$ cat src/rtl/msi_pkg.sv
// Shared MSI definitions: block state encodings and the bus-message bundle
// raised by the CPU-side controller.
package msi_pkg;

  typedef enum logic [1:0] {
    StInvalid  = 2'b00,
    StShared   = 2'b01,
    StModified = 2'b10
  } msi_state_e;

  typedef struct packed {
    logic read_miss;
    logic write_miss;
    logic invalidate;
    logic write_back;
  } msi_msg_t;

  localparam msi_msg_t MsgNone = '0;

endpackage

$ cat src/rtl/msi_cache_block_if.sv
// CPU request / block status / bus-message bundle for one MSI cache block.
interface msi_cache_block_if #(
  parameter int unsigned ADDR_W = 3,
  parameter int unsigned DATA_W = 4
) ();

  logic              req_valid;
  logic              req_write;
  logic [ADDR_W-1:0] req_addr;
  logic [DATA_W-1:0] req_data;
  logic [DATA_W-1:0] fill_data;
  logic [1:0]        blk_state;
  logic [ADDR_W-1:0] blk_addr;
  logic [DATA_W-1:0] blk_data;
  logic              hit;
  logic              read_miss;
  logic              write_miss;
  logic              invalidate;
  logic              write_back;
  logic [ADDR_W-1:0] wb_addr;
  logic [DATA_W-1:0] wb_data;

  modport master (
    output req_valid, req_write, req_addr, req_data, fill_data,
    input  blk_state, blk_addr, blk_data, hit,
    input  read_miss, write_miss, invalidate, write_back, wb_addr, wb_data
  );

  modport slave (
    input  req_valid, req_write, req_addr, req_data, fill_data,
    output blk_state, blk_addr, blk_data, hit,
    output read_miss, write_miss, invalidate, write_back, wb_addr, wb_data
  );

endinterface

$ cat src/rtl/msi_cpu_fsm.sv
// Combinational MSI next-state and bus-message decode for CPU requests,
// evaluated against the registered block state and tag.
module msi_cpu_fsm
  import msi_pkg::*;
#(
  parameter int unsigned ADDR_W = 3,
  parameter int unsigned DATA_W = 4
) (
  input  msi_state_e        state_i,
  input  logic [ADDR_W-1:0] tag_i,
  input  logic [DATA_W-1:0] data_i,
  input  logic              req_valid_i,
  input  logic              req_write_i,
  input  logic [ADDR_W-1:0] req_addr_i,
  input  logic [DATA_W-1:0] req_data_i,
  input  logic [DATA_W-1:0] fill_data_i,
  output msi_state_e        state_d_o,
  output logic [ADDR_W-1:0] tag_d_o,
  output logic [DATA_W-1:0] data_d_o,
  output msi_msg_t          msg_o,
  output logic              hit_o
);

  logic valid_state;

  assign valid_state = (state_i == StShared) || (state_i == StModified);
  assign hit_o       = valid_state && (req_addr_i == tag_i);

  always_comb begin
    state_d_o = state_i;
    tag_d_o   = tag_i;
    data_d_o  = data_i;
    msg_o     = MsgNone;
    case (state_i)
      StInvalid: begin
        if (req_valid_i) begin
          tag_d_o = req_addr_i;
          if (req_write_i) begin
            state_d_o        = StModified;
            data_d_o         = req_data_i;
            msg_o.write_miss = 1'b1;
          end else begin
            state_d_o       = StShared;
            data_d_o        = fill_data_i;
            msg_o.read_miss = 1'b1;
          end
        end
      end
      StShared: begin
        if (req_valid_i) begin
          if (req_write_i) begin
            state_d_o = StModified;
            data_d_o  = req_data_i;
            if (hit_o) begin
              msg_o.invalidate = 1'b1;
            end else begin
              tag_d_o          = req_addr_i;
              msg_o.write_miss = 1'b1;
            end
          end else if (!hit_o) begin
            // Clean copy: replace silently, nothing to write back.
            tag_d_o         = req_addr_i;
            data_d_o        = fill_data_i;
            msg_o.read_miss = 1'b1;
          end
        end
      end
      StModified: begin
        if (req_valid_i) begin
          if (hit_o) begin
            if (req_write_i) data_d_o = req_data_i;
          end else begin
            tag_d_o          = req_addr_i;
            msg_o.write_back = 1'b1;
            if (req_write_i) begin
              data_d_o         = req_data_i;
              msg_o.write_miss = 1'b1;
            end else begin
              state_d_o       = StShared;
              data_d_o        = fill_data_i;
              msg_o.read_miss = 1'b1;
            end
          end
        end
      end
      // Corrupted encoding: behave as Invalid, drop the request, recover.
      default: state_d_o = StInvalid;
    endcase
  end

endmodule

$ cat src/rtl/msi_cache_block.sv
// Single-line MSI cache block: holds state/tag/data and registers the bus
// messages produced by msi_cpu_fsm for exactly one cycle.
module msi_cache_block
  import msi_pkg::*;
#(
  parameter int unsigned ADDR_W = 3,
  parameter int unsigned DATA_W = 4
) (
  input logic               clock,
  input logic               resetn,
  msi_cache_block_if.slave  bus
);

  msi_state_e        state_q, state_d;
  logic [ADDR_W-1:0] tag_q, tag_d;
  logic [DATA_W-1:0] data_q, data_d;
  msi_msg_t          msg_q, msg_d;
  logic [ADDR_W-1:0] wb_addr_q;
  logic [DATA_W-1:0] wb_data_q;
  logic              hit;

  msi_cpu_fsm #(
    .ADDR_W (ADDR_W),
    .DATA_W (DATA_W)
  ) u_cpu_fsm (
    .state_i     (state_q),
    .tag_i       (tag_q),
    .data_i      (data_q),
    .req_valid_i (bus.req_valid),
    .req_write_i (bus.req_write),
    .req_addr_i  (bus.req_addr),
    .req_data_i  (bus.req_data),
    .fill_data_i (bus.fill_data),
    .state_d_o   (state_d),
    .tag_d_o     (tag_d),
    .data_d_o    (data_d),
    .msg_o       (msg_d),
    .hit_o       (hit)
  );

  always_ff @(posedge clock or negedge resetn) begin
    if (!resetn) begin
      state_q   <= StInvalid;
      tag_q     <= '0;
      data_q    <= '0;
      msg_q     <= MsgNone;
      wb_addr_q <= '0;
      wb_data_q <= '0;
    end else begin
      state_q <= state_d;
      tag_q   <= tag_d;
      data_q  <= data_d;
      msg_q   <= msg_d;
      // Capture the victim before it is overwritten in this same edge.
      if (msg_d.write_back) begin
        wb_addr_q <= tag_q;
        wb_data_q <= data_q;
      end
    end
  end

  assign bus.blk_state  = state_q;
  assign bus.blk_addr   = tag_q;
  assign bus.blk_data   = data_q;
  assign bus.hit        = hit;
  assign bus.read_miss  = msg_q.read_miss;
  assign bus.write_miss = msg_q.write_miss;
  assign bus.invalidate = msg_q.invalidate;
  assign bus.write_back = msg_q.write_back;
  assign bus.wb_addr    = wb_addr_q;
  assign bus.wb_data    = wb_data_q;

endmodule

$ cat src/flat_wrapper.sv
// flat-port wrapper written by rule: the top's interface ports become plain ports
module msi_cache_block_flat import msi_pkg::*;
#(
  parameter int unsigned ADDR_W = 3,
  parameter int unsigned DATA_W = 4
)
  (clock, resetn, bus_req_valid, bus_req_write, bus_req_addr, bus_req_data, bus_fill_data, bus_blk_state, bus_blk_addr, bus_blk_data, bus_hit, bus_read_miss, bus_write_miss, bus_invalidate, bus_write_back, bus_wb_addr, bus_wb_data);
  msi_cache_block_if #(.ADDR_W(ADDR_W), .DATA_W(DATA_W)) bus_i ();
  input logic clock;
  input logic resetn;
  input wire logic [$bits(bus_i.req_valid)-1:0] bus_req_valid;
  input wire logic [$bits(bus_i.req_write)-1:0] bus_req_write;
  input wire logic [$bits(bus_i.req_addr)-1:0] bus_req_addr;
  input wire logic [$bits(bus_i.req_data)-1:0] bus_req_data;
  input wire logic [$bits(bus_i.fill_data)-1:0] bus_fill_data;
  output wire logic [$bits(bus_i.blk_state)-1:0] bus_blk_state;
  output wire logic [$bits(bus_i.blk_addr)-1:0] bus_blk_addr;
  output wire logic [$bits(bus_i.blk_data)-1:0] bus_blk_data;
  output wire logic [$bits(bus_i.hit)-1:0] bus_hit;
  output wire logic [$bits(bus_i.read_miss)-1:0] bus_read_miss;
  output wire logic [$bits(bus_i.write_miss)-1:0] bus_write_miss;
  output wire logic [$bits(bus_i.invalidate)-1:0] bus_invalidate;
  output wire logic [$bits(bus_i.write_back)-1:0] bus_write_back;
  output wire logic [$bits(bus_i.wb_addr)-1:0] bus_wb_addr;
  output wire logic [$bits(bus_i.wb_data)-1:0] bus_wb_data;
  assign bus_i.req_valid = bus_req_valid;
  assign bus_i.req_write = bus_req_write;
  assign bus_i.req_addr = bus_req_addr;
  assign bus_i.req_data = bus_req_data;
  assign bus_i.fill_data = bus_fill_data;
  assign bus_blk_state = bus_i.blk_state;
  assign bus_blk_addr = bus_i.blk_addr;
  assign bus_blk_data = bus_i.blk_data;
  assign bus_hit = bus_i.hit;
  assign bus_read_miss = bus_i.read_miss;
  assign bus_write_miss = bus_i.write_miss;
  assign bus_invalidate = bus_i.invalidate;
  assign bus_write_back = bus_i.write_back;
  assign bus_wb_addr = bus_i.wb_addr;
  assign bus_wb_data = bus_i.wb_data;
  msi_cache_block #(.ADDR_W(ADDR_W), .DATA_W(DATA_W)) u_core (.clock(clock), .resetn(resetn), .bus(bus_i));
endmodule
$ cat config.mk
export PLATFORM = sky130hd
export DESIGN_NAME = msi_cache_block_flat
export DESIGN_NICKNAME = d
export VERILOG_FILES = /design/src/rtl/msi_pkg.sv /design/src/rtl/msi_cache_block_if.sv /design/src/rtl/msi_cpu_fsm.sv /design/src/rtl/msi_cache_block.sv /design/src/flat_wrapper.sv
export SDC_FILE = /design/constraint.sdc
export NUM_CORES = 1
export LEC_CHECK = 0
export CAP_MARGIN = 0
export CORE_ASPECT_RATIO = 1.1
export CORE_UTILIZATION = 30
export CTS_BUF_LIST = sky130_fd_sc_hd__clkbuf_4 sky130_fd_sc_hd__clkbuf_8
export DETAILED_ROUTE_END_ITERATION = 12
export PLACE_DENSITY = 0.55
export SETUP_SLACK_MARGIN = 0.3
export SYNTH_ARGS = -nofsm -noshare
export SYNTH_HDL_FRONTEND = slang
export SYNTH_HIERARCHICAL = 1
export SYNTH_SLANG_ARGS = --single-unit
$ cat constraint.sdc
create_clock -name clock -period 1.88 [get_ports clock]
set_input_delay 0.282 -clock clock [delete_from_list [all_inputs] [get_ports clock]]
set_output_delay 0.282 -clock clock [all_outputs]
set_load 0.05 [all_outputs]
==> results.json <==
{
  "fin_nets": 192,
  "root_buffer": "clkbuf_8",
  "drv_slew": 0,
  "final_common_cell": "buf_4",
  "max_slew_margin_pct": 66.6,
  "placed_area_sq_um": 1670,
  "ys_seq_elements": 20,
  "cp.arrival_ps": 1470,
  "syn_area_per_cell_sq_um": 10.1,
  "ant_nets": 0,
  "fin_util_pct": 51.4,
  "finalCritPeriodShare_pct": 93.0,
  "required_ps": 1600,
  "layout_min_cycle_time_ps": 1750,
  "path_class": "input pin to primary output",
  "cts_buffers": 3,
  "rows": 23,
  "fin_skew_ps": 4.91,
  "tns_ps": 0,
  "rsz0062_at_grt": "true",
  "path_max_fanout": 2,
  "grt.total_usage_pct": 15.3,
  "final_cell_mix": "buf_4, dfrtp_1, dlygate4sd2_1",
  "wl_per_cell_um": 13.7,
  "netlist_area_sq_um": 1150,
  "grt_max_degree": 21,
  "end_kind": "primary output",
  "initialDrtViolationCount": 32,
  "fmax_mhz": 572,
  "grt_pass1_vias": 1040,
  "die-area_sq_um": 4100,
  "grt-ovfl-total": 0,
  "leakage_nw": 0.902,
  "fp.dieH_um": 67.1,
  "synth_fa_ha_area_share_pct": 4.33,
  "slowest_delay_ps": 520,
  "setup_ws_ps": 132,
  "port_buffers": 35,
  "synthArstFlopShare_pct": 100,
  "cp_top_family": "buffers and inverters",
  "synth.distinct_cells": 36,
  "vias": 1086,
  "synth_edf_count": 0,
  "setup_viol": 0,
  "drtPass1Iterations": 6,
  "slowest_stage": "clkdlybuf4s50_1",
  "syn_nets": 133,
  "antenna_found_initial": 0,
  "synth_mux_area_share_pct": 9.10,
  "worst_slew_pin_slew_ps": 500,
  "synth_top_family_by_area": "compound AO/OA/AOI/OAI gates",
  "hold_path_class": "input pin to async pin",
  "seq_area_frac_synth_pct": 43.3,
  "drive_gt1_share_pct": 36.6,
  "fin_hold_ws_ps": 361,
  "core_sq_um": 3650,
  "route.detailed.drc": 0,
  "peakVddDrop_uv": 783,
  "cp.depth": 6,
  "fillerInstances": 337,
  "drt_wl_total_um": 3050,
  "status": "complete, no violations",
  "synth_compound_area_share_pct": 22.2,
  "fin_area_sq_um": 1880,
  "maxCapViolations": 0,
  "critPathBufInv": 4,
  "die_w_um": 61.2,
  "ys.warnings.count": 6,
  "synthCells": 114,
  "synthFlopType": "dfrtp_1",
  "start_util_pct": 31.6,
  "clkLatencyLatePin_ps": 250,
  "cts_tree": "yes",
  "synth_xor_xnor_area_share_pct": 2.28,
  "place_hpwl_um": 2130,
  "crit_chain": "clkdlybuf4s50_1 -> xnor2_2 -> nand4_1 -> buf_4 -> inv_1 -> buf_12",
  "grt_pass1_wl_um": 4730,
  "synth-simple-area-share_pct": 13.3,
  "cp-start-kind": "input pin",
  "htreeDepth": 1,
  "powerDensity_nw_per_um2": 1730,
  "viasPerCell": 4.89,
  "clockBufferDepth": 2,
  "worstRegToRegCells": 7,
  "gp_congestion": 0.803,
  "io_pins": 36,
  "cts_sinks": 20,
  "place_worst_setup_slack_ps": -34.3,
  "finalHoldViolCount": 0,
  "area_delta_synth_final_pct": 62.5,
  "clkTransAtPathRegs_ps": 80,
  "postCtsHoldBufs": 0,
  "insertedDiodeCount": 0
}
## cell type report
cell class / count / area [sq um] / area share [%]
Multi-Input combinational cell: 82 / 694 / 37.0
Tap cell: 50 / 62.6 / 3.33
Inverter: 5 / 23.8 / 1.27
Timing Repair Buffer: 61 / 538 / 28.7
Sequential cell: 20 / 503 / 26.8
Clock buffer: 4 / 55.1 / 2.93
## power breakdown
part	internal [mW]	switching [mW]
clock network	0.186	0.141
logic	0.898	1.25
registers	0.607	0.156
## routing by layer
layer,global-route usage (%),vias up,part of all wire [%]
li1,-,536,-
met1,21.7,521,46
met2,23.9,29,50
met3,1.17,0,3.5
met4,5.11,0,0
met5,0,-,0
## per-stage QoR
| stage | instances | power, mW |
|---|---|---|
| after detailed placement | 208 | 2.74 |
| after global routing | 222 | 3.44 |
| final | 222 | 3.24 |
| after global placement | 208 | 2.73 |
| after CTS | 218 | 3.07 |
| after floorplan | 114 | 2.10 |
## timing repair
action / in CTS / in global routing
buffers inserted: 6 / 4
gates resized for setup: 16 / 21
endpoints found under the setup margin: 29 / 18
pin swaps: 0 / 9
## sequential cells by signal, summed over array words and instances, names as in the netlist
register,count
u_core/bus.blk_data,4
u_core/bus.wb_data,4
u_core/bus.blk_addr,3
u_core/bus.wb_addr,3
u_core/bus.blk_state,2
u_core/bus.invalidate,1
u_core/bus.read_miss,1
u_core/bus.write_back,1
u_core/bus.write_miss,1
## synth_stat cells (3+ instances only)
cell type	n	area, sq um
nor2b_1	4	25.0
dfrtp_1	20	500
mux2_4	7	105
nand2_1	5	18.8
o22ai_1	3	18.8
nor2_1	13	48.8
a221oi_1	3	26.3
a221o_1	4	40.0
ha_1	4	50.1
o21ai_0	9	45.0
a21oi_1	3	15.0
xnor2_1	3	26.3
clkbuf_1	3	11.3
inv_1	5	18.8
## worst register-to-register path: cells and delay by family, from the launching register on
family | cells | cell delay, ps
compound gates | 2 | 560
fa+ha+maj | 1 | 260
buf+inv | 2 | 150
flops | 1 | 390
simple gates | 2 | 210
## final timing paths
check / to / from / slack, ps
min in group clock: u_core/bus.blk_addr[2] / bus_req_addr[2] / 360
min reg2reg: u_core/bus.wb_addr[2] / u_core/bus.wb_addr[2] / 510
max reg2reg: u_core/bus.blk_data[0] / u_core/bus.blk_state[1] / 190
max: bus_hit / bus_req_addr[1] / 130
max in group asynchronous: u_core/bus.blk_state[0] / resetn / 1280
min: u_core/bus.write_back / resetn / 360
## kinds of logic (layout without fill, tap and decap cells)
group | count (synthesis) | after routing
xor+xnor | 3 | 3
simple gates | 32 | 32
mux | 7 | 7
fa+ha+maj | 4 | 4
compound gates | 36 | 36
flops | 20 | 20
buf+inv | 12 | 70
No activity file was read; power rests on OpenSTA's default activity.
